==> config.mk <==
export PLATFORM = sky130hd
export DESIGN_NAME = uart_tx_periph
export DESIGN_NICKNAME = d
export VERILOG_FILES = /design/src/rtl/my_pkg.sv /design/src/rtl/uart_fifo.sv /design/src/rtl/uart_tx_periph.sv
export SDC_FILE = /design/constraint.sdc
export NUM_CORES = 1
export LEC_CHECK = 0
export CAP_MARGIN = 40
export CORE_MARGIN = 1.5
export CORE_UTILIZATION = 30
export CTS_CLUSTER_SIZE = 28
export DETAILED_ROUTE_END_ITERATION = 7
export PLACE_DENSITY = 0.49
export SYNTH_ARGS = -nofsm -noshare
export SYNTH_HDL_FRONTEND = slang
export SYNTH_SLANG_ARGS = --single-unit
==> constraint.sdc <==
create_clock -name clk -period 4.2 [get_ports clk]
set_input_delay 0.84 -clock clk [delete_from_list [all_inputs] [get_ports clk]]
set_output_delay 0.84 -clock clk [all_outputs]
set_load 0.01 [all_outputs]
==> src/rtl/my_pkg.sv <==
// Shared types and register offsets for the memory-mapped UART transmitter.
package my_pkg;

  typedef enum logic [1:0] {IDLE, START, DATA, STOP} uart_state_t;

  localparam logic [1:0] UART_TXDATA = 2'd0;
  localparam logic [1:0] UART_STATUS = 2'd1;
  localparam logic [1:0] UART_DIV    = 2'd2;
  localparam logic [1:0] UART_CTRL   = 2'd3;

endpackage

==> src/rtl/uart_fifo.sv <==
// Synchronous byte FIFO feeding the UART serializer; head is visible on dout
// without a read cycle.
module uart_fifo #(
  parameter int FIFO_DEPTH = 8
) (
  input  logic                          clk,
  input  logic                          reset,
  input  logic                          push,
  input  logic                          pop,
  input  logic [7:0]                    din,
  output logic [7:0]                    dout,
  output logic                          full,
  output logic                          empty,
  output logic [$clog2(FIFO_DEPTH):0]   count
);

  localparam int AW = $clog2(FIFO_DEPTH);
  localparam int CW = AW + 1;

  logic [7:0]    mem [FIFO_DEPTH];
  logic [AW-1:0] wr_ptr;
  logic [AW-1:0] rd_ptr;
  logic          do_push;
  logic          do_pop;

  // Fullness is judged on the pre-edge count, so a push into a full FIFO is
  // dropped even when a pop frees a slot on the same edge.
  assign full    = (int'(count) == FIFO_DEPTH);
  assign empty   = (count == '0);
  assign do_push = push & ~full;
  assign do_pop  = pop & ~empty;
  assign dout    = mem[rd_ptr];

  always_ff @(posedge clk) begin
    if (do_push) mem[wr_ptr] <= din;
  end

  always_ff @(posedge clk or posedge reset) begin
    if (reset) begin
      wr_ptr <= '0;
      rd_ptr <= '0;
      count  <= '0;
    end else begin
      if (do_push) wr_ptr <= wr_ptr + AW'(1);
      if (do_pop)  rd_ptr <= rd_ptr + AW'(1);
      case ({do_push, do_pop})
        2'b10:   count <= count + CW'(1);
        2'b01:   count <= count - CW'(1);
        default: count <= count;
      endcase
    end
  end

endmodule

==> src/rtl/uart_tx_periph.sv <==
// Memory-mapped 8N1 UART transmitter: register file, TX FIFO and a
// serializer FSM driving tx_o at a programmable bit time of DIVISOR+1 clocks.
module uart_tx_periph
  import my_pkg::*;
#(
  parameter int          FIFO_DEPTH = 8,
  parameter logic [15:0] DIV_RESET  = 16'd433
) (
  input  logic        clk,
  input  logic        reset,
  input  logic        en_i,
  input  logic [3:0]  addr_i,
  input  logic [3:0]  we_i,
  input  logic [31:0] data_i,
  output logic [31:0] data_o,
  output logic        tx_o,
  output logic        irq_o
);

  localparam int CW = $clog2(FIFO_DEPTH) + 1;

  logic          wr_en, rd_en, push, pop, full, empty, busy;
  logic [1:0]    sel;
  logic [CW-1:0] count;
  logic [7:0]    count8, head;
  logic [15:0]   divisor;
  logic          tx_en, irq_en, overflow;
  logic [31:0]   status_word;
  logic          unused_bits;

  uart_state_t   state, state_n;
  logic [15:0]   timer, timer_n, reload, reload_n;
  logic [7:0]    shift, shift_n;
  logic [2:0]    bit_cnt, bit_cnt_n;
  logic          tx_n;

  assign sel         = addr_i[3:2];
  assign wr_en       = en_i & (|we_i);
  assign rd_en       = en_i & ~(|we_i);
  assign push        = wr_en & (sel == UART_TXDATA) & we_i[0];
  assign busy        = (state != IDLE);
  assign count8      = 8'(count);
  assign status_word = {16'h0, count8, 4'h0, overflow, busy, empty, full};
  assign unused_bits = ^{addr_i[1:0], data_i[31:16]};

  uart_fifo #(.FIFO_DEPTH(FIFO_DEPTH)) u_fifo (
    .clk   (clk),
    .reset (reset),
    .push  (push),
    .pop   (pop),
    .din   (data_i[7:0]),
    .dout  (head),
    .full  (full),
    .empty (empty),
    .count (count)
  );

  // Bus side: registered read mux (zero when not reading), config registers,
  // sticky overflow and the registered interrupt level.
  always_ff @(posedge clk or posedge reset) begin
    if (reset) begin
      data_o   <= '0;
      irq_o    <= 1'b0;
      divisor  <= DIV_RESET;
      tx_en    <= 1'b0;
      irq_en   <= 1'b0;
      overflow <= 1'b0;
    end else begin
      irq_o  <= irq_en & empty & ~busy;
      data_o <= '0;
      if (rd_en) begin
        case (sel)
          UART_STATUS: data_o <= status_word;
          UART_DIV:    data_o <= {16'h0, divisor};
          UART_CTRL:   data_o <= {30'h0, irq_en, tx_en};
          default:     data_o <= '0;
        endcase
      end
      if (push && full) overflow <= 1'b1;
      if (wr_en) begin
        case (sel)
          UART_STATUS: overflow <= 1'b0;
          UART_DIV: begin
            if (we_i[0]) divisor[7:0]  <= data_i[7:0];
            if (we_i[1]) divisor[15:8] <= data_i[15:8];
          end
          UART_CTRL: begin
            if (we_i[0]) begin
              tx_en  <= data_i[0];
              irq_en <= data_i[1];
            end
          end
          default: ;
        endcase
      end
    end
  end

  always_ff @(posedge clk or posedge reset) begin
    if (reset) begin
      state   <= IDLE;
      timer   <= '0;
      reload  <= '0;
      shift   <= '0;
      bit_cnt <= '0;
      tx_o    <= 1'b1;
    end else begin
      state   <= state_n;
      timer   <= timer_n;
      reload  <= reload_n;
      shift   <= shift_n;
      bit_cnt <= bit_cnt_n;
      tx_o    <= tx_n;
    end
  end

  // Divisor is captured into reload at frame start so mid-frame writes only
  // take effect on the following frame.
  always_comb begin
    state_n   = state;
    timer_n   = timer;
    reload_n  = reload;
    shift_n   = shift;
    bit_cnt_n = bit_cnt;
    tx_n      = tx_o;
    pop       = 1'b0;
    case (state)
      IDLE: begin
        if (tx_en && !empty) begin
          pop       = 1'b1;
          shift_n   = head;
          reload_n  = divisor;
          timer_n   = divisor;
          bit_cnt_n = 3'd0;
          tx_n      = 1'b0;
          state_n   = START;
        end
      end
      START: begin
        if (timer == 16'd0) begin
          timer_n = reload;
          tx_n    = shift[0];
          state_n = DATA;
        end else begin
          timer_n = timer - 16'd1;
        end
      end
      DATA: begin
        if (timer == 16'd0) begin
          timer_n = reload;
          if (bit_cnt == 3'd7) begin
            tx_n    = 1'b1;
            state_n = STOP;
          end else begin
            shift_n   = shift >> 1;
            tx_n      = shift[1];
            bit_cnt_n = bit_cnt + 3'd1;
          end
        end else begin
          timer_n = timer - 16'd1;
        end
      end
      STOP: begin
        if (timer == 16'd0) begin
          if (tx_en && !empty) begin
            pop       = 1'b1;
            shift_n   = head;
            reload_n  = divisor;
            timer_n   = divisor;
            bit_cnt_n = 3'd0;
            tx_n      = 1'b0;
            state_n   = START;
          end else begin
            tx_n    = 1'b1;
            state_n = IDLE;
          end
        end else begin
          timer_n = timer - 16'd1;
        end
      end
      default: state_n = IDLE;
    endcase
  end

endmodule

==> results.md <==
* Num rows at 56
* Vias at 4,437
* Post-CTS Setup Repair Bufs at 0
* Minimum hold slack at 0.479 ns
* Clock Power Share at 28.8%
* CP max FO at 11
* Crit path arrival time at 3.94 ns
* Post-layout min period at 3.63 ns
* Main area contributors after synthesis: dfrtp_1 (30%), edfxtp_1 (27%), mux4_2 (5.0%)
* Max frequency at 275 MHz
* Crit. Startpoint: timer[4]
* Leakage at 3.44 nW
* Yosys reg bits at 156
* CTS Hold Bufs at 0
* Fin cells at 928
* Root buf cell: clkbuf_16
* Die area at 24,800 sq um
* ANT nets after route at 0
* Cts bufs inserted at 17
* Critical R2R Launch: timer[4]
* Antenna violations before repair at 0
* Die width at 158 um
* Internal Power at 3.86 mW
* Synth async-reset ratio at 59.0%
* ANT cells at 0
* Initial Utilization at 30.5%
* Worst-margin pin slew at 0.755 ns
* Placed inst area at 7990 sq um
* Max_cap viols at 0
* Critical path type: register to register
* Nets at 654
* Area share of the leading cell type in the synthesized netlist at 30.0%
* Clock Latency Late Sink at 0.43 ns
* P_sw at 2.03 mW
* PortBufs at 42
* Synth warn at 0
* CP Launch Type: register
* Clock skew at 0.00955 ns
* Layout cells sized above 1 at 19.2%
* Worst R2R Path Depth at 11
* Post-CTS Resized at 0
* Crit end category: register
* Final-report hold violation count at 0
* First DRT Iteration DRCs at 302
* Area Overhead vs Synth at 20.5%
* R2R Path End: u_fifo.count[3]
* Clock Sinks at 156
* Synthesized area at 7170 sq um
* Pins Over Slew Limit at 0
* RSZ-0062 raised after global routing: false
* Sequential share of the synthesized area at 59.0%
* First-pass GRT wire length at 25,300 um
* R2R Setup Slk at 0.57 ns
* Top Ports at 77
* Ys flop type: dfrtp_1
* WL final at 15,600 um
* Combinational Power Share at 33.4%
* GPL Wtd Cong at 0.803
* Dpl cells at 896
* GRT Residual Overflow at 0
* Worst VDD drop at 0.000328 V
* Rel. slew slack at 49.7%
* DRC errors left at 0
* Clock buffer depth at 2
* Fin area at 8640 sq um
* CTS H-tree depth at 4
* Mapped Avg Cell Area at 13.2 sq um
* Most frequent cell after synthesis: dfrtp_1
* Final Power at 5.89 mW
* Min-Delay Path Class: register to register
* Number of global-route vias before repair at 4,524
* Final HPWL DP at 10,600 um
* Finish-stage setup viols at 0
* TritonCTS clock tree: built
* Setup TNS at 0 ns
* Post-synth EDFFs at 64
* Post-synthesis cell type count at 57
* Worst EP required at 4.51 ns
* Power per Cell Area at 682 nW/um^2
* Pin count of the biggest net entering global routing at 49
* Via/cell ratio at 4.78
* Status: complete, no violations
* Overall Global Routing Usage at 13.6%
* Detailed Routing Iterations Pass 1 at 5
* Die H at 158 um
* DR WL/cell at 16.8 um
* CP Capture Point: u_fifo.count[3]
* Core Area at 23,500 sq um
* Cell taking the most area after synthesis: dfrtp_1
* Sw Share at 34.4%
* Post-Synthesis Cells at 543
* Clock slew at reported path FFs at 0.06 ns
* Commonest cells in the netlist: dfrtp_1 (86), edfxtp_1 (64), nand2_1 (36)
* Sequential Power Share at 37.8%
* Tcrit/Tclk final at 86.5%
==> state kept, by name (all words and copies together) (netlist names) <==
name	cells
u_fifo.count	4
divisor	16
reload	16
irq_en	1
u_fifo.wr_ptr	3
timer	16
tx_o	1
u_fifo.mem	64
state	2
overflow	1
irq_o	1
bit_cnt	3
data_o	16
tx_en	1
shift	8
u_fifo.rd_ptr	3
==> worst min path at each step <==
| stage | from | to | cells past startpoint |
|---|---|---|---|
| 4_1_cts | reload[11] | timer[11] | 1 |
| 3_3_place_gp | reload[11] | timer[11] | 1 |
| 6_report | reload[11] | timer[11] | 1 |
| 2_1_floorplan | reload[10] | timer[10] | 1 |
| 5_1_grt | reload[8] | timer[8] | 1 |
| 3_5_place_dp | reload[8] | timer[8] | 1 |
==> power groups by stage <==
stage	clock, mW	combinational, mW	sequential, mW
after global placement	0	1.91	2.25
after CTS	1.73	1.98	2.23
after detailed placement	0	1.97	2.26
after floorplan	0	1.62	2.09
final	1.69	1.97	2.23
after global routing	1.80	2.19	2.28
==> layout by cell type, fill, tap and decap left out, types with 16 or more instances in the layout <==
cell type,n
nor2_1,30
mux2i_1,21
dfrtp_1,86
nor3_1,16
conb_1,16
clkbuf_16,17
buf_4,19
clkdlybuf4s50_1,42
a21oi_1,20
mux4_2,16
mux2_2,28
edfxtp_1,64
o21ai_0,16
nand2_1,36
==> per-stage QoR <==
| stage | setup WS, ns | util (%) |
|---|---|---|
| final | 0.568 | 36.8 |
| after global routing | 0.331 | 36.8 |
| after CTS | 0.525 | 36.8 |
| after detailed placement | 0.523 | 34.0 |
| after global placement | 0.563 | 33.9 |
| after floorplan | 0.972 | - |
==> area by class of cell <==
cell class	instances	area [sq um]
clock inverters	15	226
clock buffers	17	425
repair buffers	62	591
fillers	2246	14800
multi-input cells	346	2710
well taps	319	399
flip-flops and latches	156	4230
inverters	13	51.3
==> per-layer routing <==
metal / up-vias / track usage [%] / wire length (um)
li1: 2090 / - / -
met1: 2224 / 18.5 / 7490
met2: 106 / 21.3 / 7270
met3: 17 / 3.01 / 565
met4: 0 / 4.76 / 225
met5: - / 0 / 0
==> kinds of logic after synthesis <==
family          count (synthesis)  synth area share, %
compound gates                 91                 8.36
xor+xnor                       19                 2.32
fa+ha+maj                      15                 2.72
buf+inv                        56                 4.12
flops                         156                 59.0
mux                            75                 14.5
other cells                     1               0.0523
simple gates                  130                 8.95
==> critical path, cell delays in order (launching register included) <==
cell and delay [ns]:
dfrtp_1 0.43, or4_1 0.73, nor4_2 0.42, a21oi_1 0.16, nor3_1 0.51, ha_1 0.31
ha_1 0.25, a21o_1 0.18, a21oi_1 0.17, xnor2_1 0.14, nor2_1 0.07, xor2_1 0.14
No activity file was read; power rests on OpenSTA's default activity.
